--- config.mk ---
export PLATFORM = sky130hd
export DESIGN_NAME = sweep_monitor
export DESIGN_NICKNAME = d
export VERILOG_FILES = /design/src/rtl/sweep_mon_pkg.sv /design/src/rtl/sweep_evt_buf.sv /design/src/rtl/sweep_monitor.sv
export SDC_FILE = /design/constraint.sdc
export NUM_CORES = 1
export LEC_CHECK = 0
export CORE_UTILIZATION = 46
export CTS_CLUSTER_DIAMETER = 100
export CTS_CLUSTER_SIZE = 12
export DETAILED_ROUTE_END_ITERATION = 8
export PLACE_DENSITY = 0.86
export SETUP_SLACK_MARGIN = 0.05
export SYNTH_ARGS = -nofsm -noshare
export SYNTH_HDL_FRONTEND = slang
export SYNTH_HIERARCHICAL = 1
export SYNTH_SLANG_ARGS = --single-unit
export TNS_END_PERCENT = 10
--- constraint.sdc ---
create_clock -name clk -period 2.7 [get_ports clk]
set_clock_uncertainty 0.2 [all_clocks]
set_input_delay 0.27 -clock clk [delete_from_list [all_inputs] [get_ports clk]]
set_output_delay 0.27 -clock clk [all_outputs]
set_load 0.01 [all_outputs]
--- src/rtl/sweep_mon_pkg.sv ---
// Shared encodings for the sweep monitor: FSM states, step classes and event direction.
package sweep_mon_pkg;

    typedef enum logic [1:0] {
        IDLE   = 2'b00,
        TRK_UP = 2'b01,
        TRK_DN = 2'b10
    } trk_e;

    typedef enum logic [1:0] {
        STEP_HOLD = 2'b00,
        STEP_INC  = 2'b01,
        STEP_DEC  = 2'b10,
        STEP_JUMP = 2'b11
    } step_e;

    localparam logic DIR_UP = 1'b1;
    localparam logic DIR_DN = 1'b0;

    // Step is the mod-16 difference between the live count and last cycle's count.
    function automatic step_e classify(input logic [3:0] d);
        case (d)
            4'h0:    return STEP_HOLD;
            4'h1:    return STEP_INC;
            4'hF:    return STEP_DEC;
            default: return STEP_JUMP;
        endcase
    endfunction

endpackage

--- src/rtl/sweep_evt_buf.sv ---
// One-entry completed-sweep event buffer with valid/ready handshake and sticky overflow.
module sweep_evt_buf
    import sweep_mon_pkg::*;
(
    input  logic clk,
    input  logic n_rst,
    input  logic clr,
    input  logic load,
    input  logic dir,
    input  logic evt_ready,
    output logic evt_valid,
    output logic evt_dir,
    output logic evt_ovf
);

    logic accept;
    assign accept = evt_valid && evt_ready;

    always_ff @(posedge clk or negedge n_rst) begin
        if (!n_rst) begin
            evt_valid <= 1'b0;
            evt_dir   <= DIR_DN;
            evt_ovf   <= 1'b0;
        end else if (clr) begin
            evt_valid <= 1'b0;
            evt_dir   <= DIR_DN;
            evt_ovf   <= 1'b0;
        end else if (load) begin
            // A slot frees up on the accept edge, so a coincident load is not an overflow.
            if (!evt_valid || accept) begin
                evt_valid <= 1'b1;
                evt_dir   <= dir;
            end else begin
                evt_ovf   <= 1'b1;
            end
        end else if (accept) begin
            evt_valid <= 1'b0;
        end
    end

endmodule

--- src/rtl/sweep_monitor.sv ---
// Watches a 4-bit up/down counter and reports full 0->F and F->0 sweeps as events.
module sweep_monitor
    import sweep_mon_pkg::*;
#(
    parameter int CNT_W = 8
) (
    input  logic             clk,
    input  logic             n_rst,
    input  logic [3:0]       cnt,
    input  logic             clr,
    output logic             evt_valid,
    input  logic             evt_ready,
    output logic             evt_dir,
    output logic [CNT_W-1:0] up_sweeps,
    output logic [CNT_W-1:0] down_sweeps,
    output logic [1:0]       trk,
    output logic             step_err,
    output logic             evt_ovf
);

    logic [3:0] cnt_q;
    trk_e       state;
    step_e      cls;
    logic       cmp_up;
    logic       cmp_dn;

    always_comb begin
        cls    = classify(cnt - cnt_q);
        cmp_up = (state == TRK_UP) && (cls == STEP_INC) && (cnt == 4'hF);
        cmp_dn = (state == TRK_DN) && (cls == STEP_DEC) && (cnt == 4'h0);
    end

    always_ff @(posedge clk or negedge n_rst) begin
        if (!n_rst) cnt_q <= 4'h0;
        else        cnt_q <= cnt;
    end

    always_ff @(posedge clk or negedge n_rst) begin
        if (!n_rst) begin
            state    <= IDLE;
            step_err <= 1'b0;
        end else if (clr) begin
            state    <= IDLE;
            step_err <= 1'b0;
        end else begin
            case (state)
                // Jumps are ignored here so upstream wrap artifacts stay silent.
                IDLE: begin
                    if (cnt_q == 4'h0 && cnt == 4'h1)      state <= TRK_UP;
                    else if (cnt_q == 4'hF && cnt == 4'hE) state <= TRK_DN;
                end
                TRK_UP: begin
                    case (cls)
                        STEP_HOLD: ;
                        STEP_INC:  if (cnt == 4'hF) state <= IDLE;
                        default: begin
                            step_err <= 1'b1;
                            state    <= IDLE;
                        end
                    endcase
                end
                TRK_DN: begin
                    case (cls)
                        STEP_HOLD: ;
                        STEP_DEC:  if (cnt == 4'h0) state <= IDLE;
                        default: begin
                            step_err <= 1'b1;
                            state    <= IDLE;
                        end
                    endcase
                end
                default: state <= IDLE;
            endcase
        end
    end

    always_ff @(posedge clk or negedge n_rst) begin
        if (!n_rst) begin
            up_sweeps   <= '0;
            down_sweeps <= '0;
        end else if (clr) begin
            up_sweeps   <= '0;
            down_sweeps <= '0;
        end else begin
            if (cmp_up && up_sweeps != {CNT_W{1'b1}})
                up_sweeps <= up_sweeps + CNT_W'(1);
            if (cmp_dn && down_sweeps != {CNT_W{1'b1}})
                down_sweeps <= down_sweeps + CNT_W'(1);
        end
    end

    assign trk = state;

    sweep_evt_buf u_evt_buf (
        .clk       (clk),
        .n_rst     (n_rst),
        .clr       (clr),
        .load      (cmp_up || cmp_dn),
        .dir       (cmp_up ? DIR_UP : DIR_DN),
        .evt_ready (evt_ready),
        .evt_valid (evt_valid),
        .evt_dir   (evt_dir),
        .evt_ovf   (evt_ovf)
    );

endmodule

==> Yosys cells after proc, flatten, opt, wreduce, memory -nomap -nowiden <==
Cells that the tools add are included.
{ "totals": {"register_bits": 26, "in_bits": 8, "out_inout_bits": 22, "word_cells": 90} }
{ "op_classes": {"add_sub_neg": 3, "n_eq_ne": 21, "muxes": 28, "reduce_logical": 30} }
{ "op_table": {"columns": ["op", "n"], "rows": [
  ["$mux 8", 4],
  ["$add 8x1->8 const B", 2],
  ["$eq 4x4->1 const B", 4],
  ["$ne 8x8->1 const B", 2],
  ["$ne 3x3->1 const B", 5],
  ["$mux 1", 14],
  ["$logic_not 4->1", 3],
  ["$pmux 2 s3", 2],
  ["$mux 2", 5],
  ["$logic_and 1x1->1", 9],
  ["$eq 4x1->1 const B", 2],
  ["$ne 4x3->1 const B", 2],
  ["$pmux 2 s2", 2],
  ["$reduce_bool 2->1", 4],
  ["$reduce_and 2->1", 3],
  ["$reduce_bool 3->1", 2],
  ["$reduce_and 5->1", 1],
  ["$eq 2x1->1 const B", 2],
  ["$eq 2x2->1 const B", 2],
  ["$logic_not 2->1", 2],
  ["$ne 4x4->1 const B", 1],
  ["$reduce_or 2->1", 2],
  ["$sub 4x4->4", 1],
  ["$reduce_and 3->1", 1],
  ["4 further kinds", 5]
]} }

==> Longest topological paths before layout <==
{ "depth": {"depth_word": 10, "ltp_mapped": 12} }

==> Cells and area by module <==
Netlist, hierarchy kept.
{ "modules_own_cells": {"columns": ["module", "n_inst", "cells_per_inst", "area_per_inst_um2"], "rows": [
  ["sweep_monitor", 1, 146, 1363.8],
  ["sweep_evt_buf", 1, 12, 122.6]
]} }

==> Worst setup path before layout <==
Ideal clock, no wire load.
{ "synth_timing": {"kind": "register to register", "from": "register cnt_q[0]", "to": "register up_sweeps[4]", "arrival_time_ns": 2.668, "required_ns": 2.422, "slack_ns": -0.246, "stages_incl_launch_ff": 8, "cell_sequence": "dfrtp_1 ha_1 inv_1 fa_1 or4_4 or4_4 or4_1 a21oi_1"} }
{ "synth_between": {"elab_chain_len": 8, "word_cells_on_any_way": 10, "classes_between": "add/sub (1); eq/ne (3); mux (1); reduce/logical (5)"} }
{ "synth_lines": {"columns": ["element", "line", "text"], "rows": [
  ["start: declaration", "sweep_monitor.sv:21", "logic [3:0] cnt_q;"],
  ["start signal: assignment", "sweep_monitor.sv:35", "else cnt_q <= cnt;"],
  ["$sub 4x4->4 (*)", "sweep_monitor.sv:28", "cls = classify(cnt - cnt_q);"],
  ["$eq 4x4->1, or another cell as far along", "sweep_mon_pkg.sv:22", "case (d)"],
  ["$pmux 2 s3 (*)", "sweep_mon_pkg.sv:22", null],
  ["$eq 2x1->1 (*)", "sweep_monitor.sv:29", "cmp_up = (state == TRK_UP) && (cls == STEP_INC) && (cnt == 4'hF);"],
  ["$logic_and 1x1->1 (*) (2 in series)", "sweep_monitor.sv:29", null],
  ["$logic_and 1x1->1 (*)", "sweep_monitor.sv:85", "if (cmp_up && up_sweeps != {CNT_W{1'b1}})"],
  ["$reduce_bool 2->1 (no source line) (*)", null, null],
  ["end signal: assignment", "sweep_monitor.sv:86", "up_sweeps <= up_sweeps + CNT_W'(1);"],
  ["end: declaration", "sweep_monitor.sv:14", "output logic [CNT_W-1:0] up_sweeps,"]
]} }
Every way passes the cells marked *; elsewhere a longest branch is shown, timed or not.
A chain may end at the register's enable or synchronous reset.

==> Final worst setup path <==
Same ends and word-level chain as after synthesis.

==> results.md <==
Outcome:
- The flow ran to the end, but the final reports show violations.
- The checks that failed: negative setup slack.

Detailed routing:
- The routed design uses 2.081 mm of met2 wire.
- In the routed design, unresolved DRC markers number 0.
- Before antenna repair, the detailed router went through 4 iterations.
- The average vias per placed instance is 5.810.
- The top routing layer in use is met4.
- In the detailed route, the total length drawn on met3 is 223 um.
- The wire length the detailed router placed on met1 is 1.513 mm.
- Detailed routing inserted a total of 1,499 vias.
- The wire length after detailed routing is 3.874 mm.
- The first routing iteration left 91 violations.
- Once detail routing completed, the nets flagged for antenna violations numbered 0.
- The post-detailed-route wirelength per cell is 15.02 um.

Pwr:
- Of the total power, registers draw 0.497.
- The power per standard cell area is 377.8 nW/um2.
- Of the total power, combinational logic draws 0.154.
- The internal portion of the total power is 0.6049 mW.
- The net switching share of the total power is 0.2387.
- The leakage power total is 0.8590 nW.
- The power dissipated by switching net loads is 0.1896 mW.
- The maximum vdd drop is 0.0002542 V.
- The overall power after layout is 0.7945 mW.
- Of the total power, the clock network draws 0.349.

Clock tree:
- The clock latency reported for the late side of the worst-skew pair is 0.34 ns.
- The number of buffers between clock root and the deepest sink is 2.
- The number of buffers added by the clock tree synthesis step is 3.
- The total of hold buffers inserted after clock tree synthesis is 0.
- The clock tree from TritonCTS is done.
- The cell at the root of the clock tree is sky130_fd_sc_hd__clkbuf_4.
- The clock-pin slew on the worst setup and hold paths is 0.15 ns.
- The total clock sinks is 26.
- The maximum level of the CTS H-tree is 1.

Place:
- Summing all placed instances gives a cell area of 2008 um2.
- Buffers placed on the I/O ports in this run total 29.
- The number of placed instances, taps included, is 252.
- The routability congestion estimate is 0.8871.
- The worst-case setup slack after placement is -0.7109 ns.
- After legalization and detailed placement, the total HPWL measured 2.870 mm.

Synthesis:
- The xor/xnor share of the synthesized area is 0.01768.
- In the synthesized netlist the dominant register cell turns out to be sky130_fd_sc_hd__dfrtp_1.
- The adder-cell share of the synthesized area is 0.05556.
- The synthesized design contains 0 enable-type register cells.
- When the netlist entered floorplanning its net count stood at 172.
- The area fraction of the dominant cell type after synthesis is 0.4377.
- By instance count, the leading cell after synthesis is sky130_fd_sc_hd__dfrtp_1.
- The fraction of synthesized area in multiplexers is 0.006734.
- The top cell type by total area after synthesis is sky130_fd_sc_hd__dfrtp_1.
- In this run, synthesis produced a sequential element count of 26.
- The number of warning messages in the yosys log is 6.
- The number of instances in the synthesized netlist is 158.
- After synthesis, the share of flip-flops with an asynchronous set or reset is 1.000.
- The synthesized area divided by synthesized cell count is 9.408 um2.
- The share of the Yosys chip area taken by registers is 0.4377.
- The synthesized area is 1486 um2.
- By area the synthesized netlist is led by sky130_fd_sc_hd__dfrtp_1 44%, sky130_fd_sc_hd__a21oi_1 6.1%, sky130_fd_sc_hd__ha_1 4.2%.
- The area fraction in compound gates after synthesis was 0.1751.
- The number of distinct library cell variants in the gate-level netlist after synthesis is 44.
- By count the netlist is led by 26 x sky130_fd_sc_hd__dfrtp_1, 18 x sky130_fd_sc_hd__a21oi_1, 12 x sky130_fd_sc_hd__o21ai_0, 9 x sky130_fd_sc_hd__nand2_1.
- The largest family of logic cells by synthesized area is simple AND/OR/NAND/NOR gates.
- The fraction of the mapped netlist area in simple logic gates is 0.2635.

Job:
- Across the run, the number of max-cap violations was 0.

STA:
- The number of max-slew violations in the final report came to 0.
- The worst max-slew margin expressed relative to the limit is 0.6678.
- Derived from the worst setup path, the maximum achievable clock frequency is 331.4 MHz.
- After routing, the total negative slack on setup checks comes to -2.477 ns.
- Setup repair after global routing could not meet its margin everywhere.
- The count of final hold-check violations is 0.
- The final cycle utilization of the critical path is 1.118.
- The transition time of the tightest slew-check pin is 0.4916 ns.
- The number of setup violations in the final report is 15.
- The worst path in the final design needs a cycle of 3.018 ns, including I/O delays and setup.
- The minimum setup slack in the final design is -0.3178 ns.
- The worst hold margin is 0.07325 ns.

Global routing:
- The total overflow left after global routing is 0.
- The global-route usage over all layers is 0.2397.
- The initial antenna violation count is 0.
- Entering global routing, the biggest net connects 27 pins.
- The via count of the first global-routing pass was 1,453.
- The global-route wire length before repair is 6.216 mm.

Floorplanning:
- In this run the horizontal extent of the chip is 58.85 um.
- The floorplan step defined a core boundary enclosing 3053 um2.
- The die area is 3463 um2.
- 30 I/O pins were placed.
- For this configuration, the core starts out at a cell density of 0.4869.
- The overall die height is 58.85 um.
- The floorplan row count is 20.

Setup path:
- At the worst endpoint, the required time is 2.79 ns.
- The worst setup path is captured at a flop.
- The worst setup path is of the reg -> reg kind.
- STA classifies the critical path startpoint as a flop.
- The maximum net fanout on the critical path is 6.
- STA puts the critical path data arrival time at 3.10 ns.

Cells and area:
- 0 antenna diodes ended up in the layout.
- Once layout is complete, the utilization of the core stands at 0.6889.
- The post-layout instance count excluding filler cells is 258.
- Compared with the post-synthesis result, the final layout area differs by 41.50%.
- Summing all flip-flop and latch instances after layout gives 650.6 um2.
- Fill cells in the final layout number 258.
- The multi-input logic area is 823.3 um2.
- After routing the design area is 2103 um2.
- The number of nets in the layout is 229.
- Of the cells placed in the final design, the portion with a size suffix greater than 1 is 0.2290.

Min path:
- The path class of the tightest hold or removal check is in -> async.
layout by cell type, fill, tap and decap left out, types with 4 or more instances in the layout:
master                            count
sky130_fd_sc_hd__or3_1                7
sky130_fd_sc_hd__a21oi_2              4
sky130_fd_sc_hd__nor2_1               8
sky130_fd_sc_hd__nor3_1               4
sky130_fd_sc_hd__dfrtp_1             26
sky130_fd_sc_hd__clkdlybuf4s50_1     28
sky130_fd_sc_hd__ha_1                 4
sky130_fd_sc_hd__or4_4                4
sky130_fd_sc_hd__nand3_1              7
sky130_fd_sc_hd__buf_4               27
sky130_fd_sc_hd__o21ai_0             11
sky130_fd_sc_hd__a21oi_1             15
sky130_fd_sc_hd__inv_1                6
sky130_fd_sc_hd__nand2_1              9
metal layers:
| metal | GRT usage | up-vias |
|---|---|---|
| li1 | - | 703 |
| met1 | 0.2757 | 731 |
| met2 | 0.4351 | 60 |
| met3 | 0.03516 | 5 |
| met4 | 0.1122 | 0 |
| met5 | 0 | - |
power by group through the flow:
stage | clock network [mW] | registers [mW] | logic, mW
6_report | 0.277 | 0.395 | 0.122
2_1_floorplan | 0 | 0.402 | 0.0468
3_3_place_gp | 0 | 0.402 | 0.107
5_1_grt | 0.293 | 0.395 | 0.134
4_1_cts | 0.282 | 0.395 | 0.117
3_5_place_dp | 0 | 0.402 | 0.113
registers in the layout, indices dropped and copies added, names as in the netlist:
| signal | count |
|---|---|
| cnt_q | 4 |
| down_sweeps | 8 |
| step_err | 1 |
| trk | 2 |
| u_evt_buf/evt_dir | 1 |
| u_evt_buf/evt_ovf | 1 |
| u_evt_buf/evt_valid | 1 |
| up_sweeps | 8 |
logic make-up (layout without fill, tap and decap cells):
family	after synthesis	after routing
AND/OR/NAND/NOR	65	66
AO/OA/AOI/OAI	44	44
flip-flops	26	26
buffers and inverters	13	68
adder cells (fa/ha/maj)	6	6
XOR/XNOR	3	3
multiplexers	1	1
critical path, cell delays in order, from the launching register on:
cell and delay, ns:
sky130_fd_sc_hd__dfrtp_1 0.41, sky130_fd_sc_hd__ha_2 0.18, sky130_fd_sc_hd__inv_2 0.06, sky130_fd_sc_hd__fa_2 0.44, sky130_fd_sc_hd__or4_4 0.52, sky130_fd_sc_hd__or4_4 0.60
sky130_fd_sc_hd__or4_4 0.43, sky130_fd_sc_hd__a21oi_2 0.13
path summary, 6_finish.rpt:
path | cells past startpoint | from | end | slack (ns)
max reg2reg | 7 | cnt_q[0] | up_sweeps[4] | -0.32
min in group clk | 2 | cnt[0] | cnt_q[0] | 0.12
min reg2reg | 2 | u_evt_buf/evt_ovf | u_evt_buf/evt_ovf | 0.32
max | 7 | cnt_q[0] | up_sweeps[4] | -0.32
max in group asynchronous | 2 | n_rst | down_sweeps[3] | 1.98
min | 2 | n_rst | u_evt_buf/evt_dir | 0.07
layout make-up:
cell class / count / area share
Sequential cell: 26 / 0.3093
Tap cell: 44 / 0.02617
Inverter: 8 / 0.01428
Timing Repair Buffer: 56 / 0.2338
Clock buffer: 3 / 0.01071
Clock inverter: 1 / 0.01428
Multi-Input combinational cell: 120 / 0.3914
timing repair:
action,4_1_cts,5_1_grt
cloned,0,1
resized for setup,4,7
buffers inserted,0,1
setup endpoints to repair,19,21
pin swaps,8,7
Power figures use the tool's default switching activity.
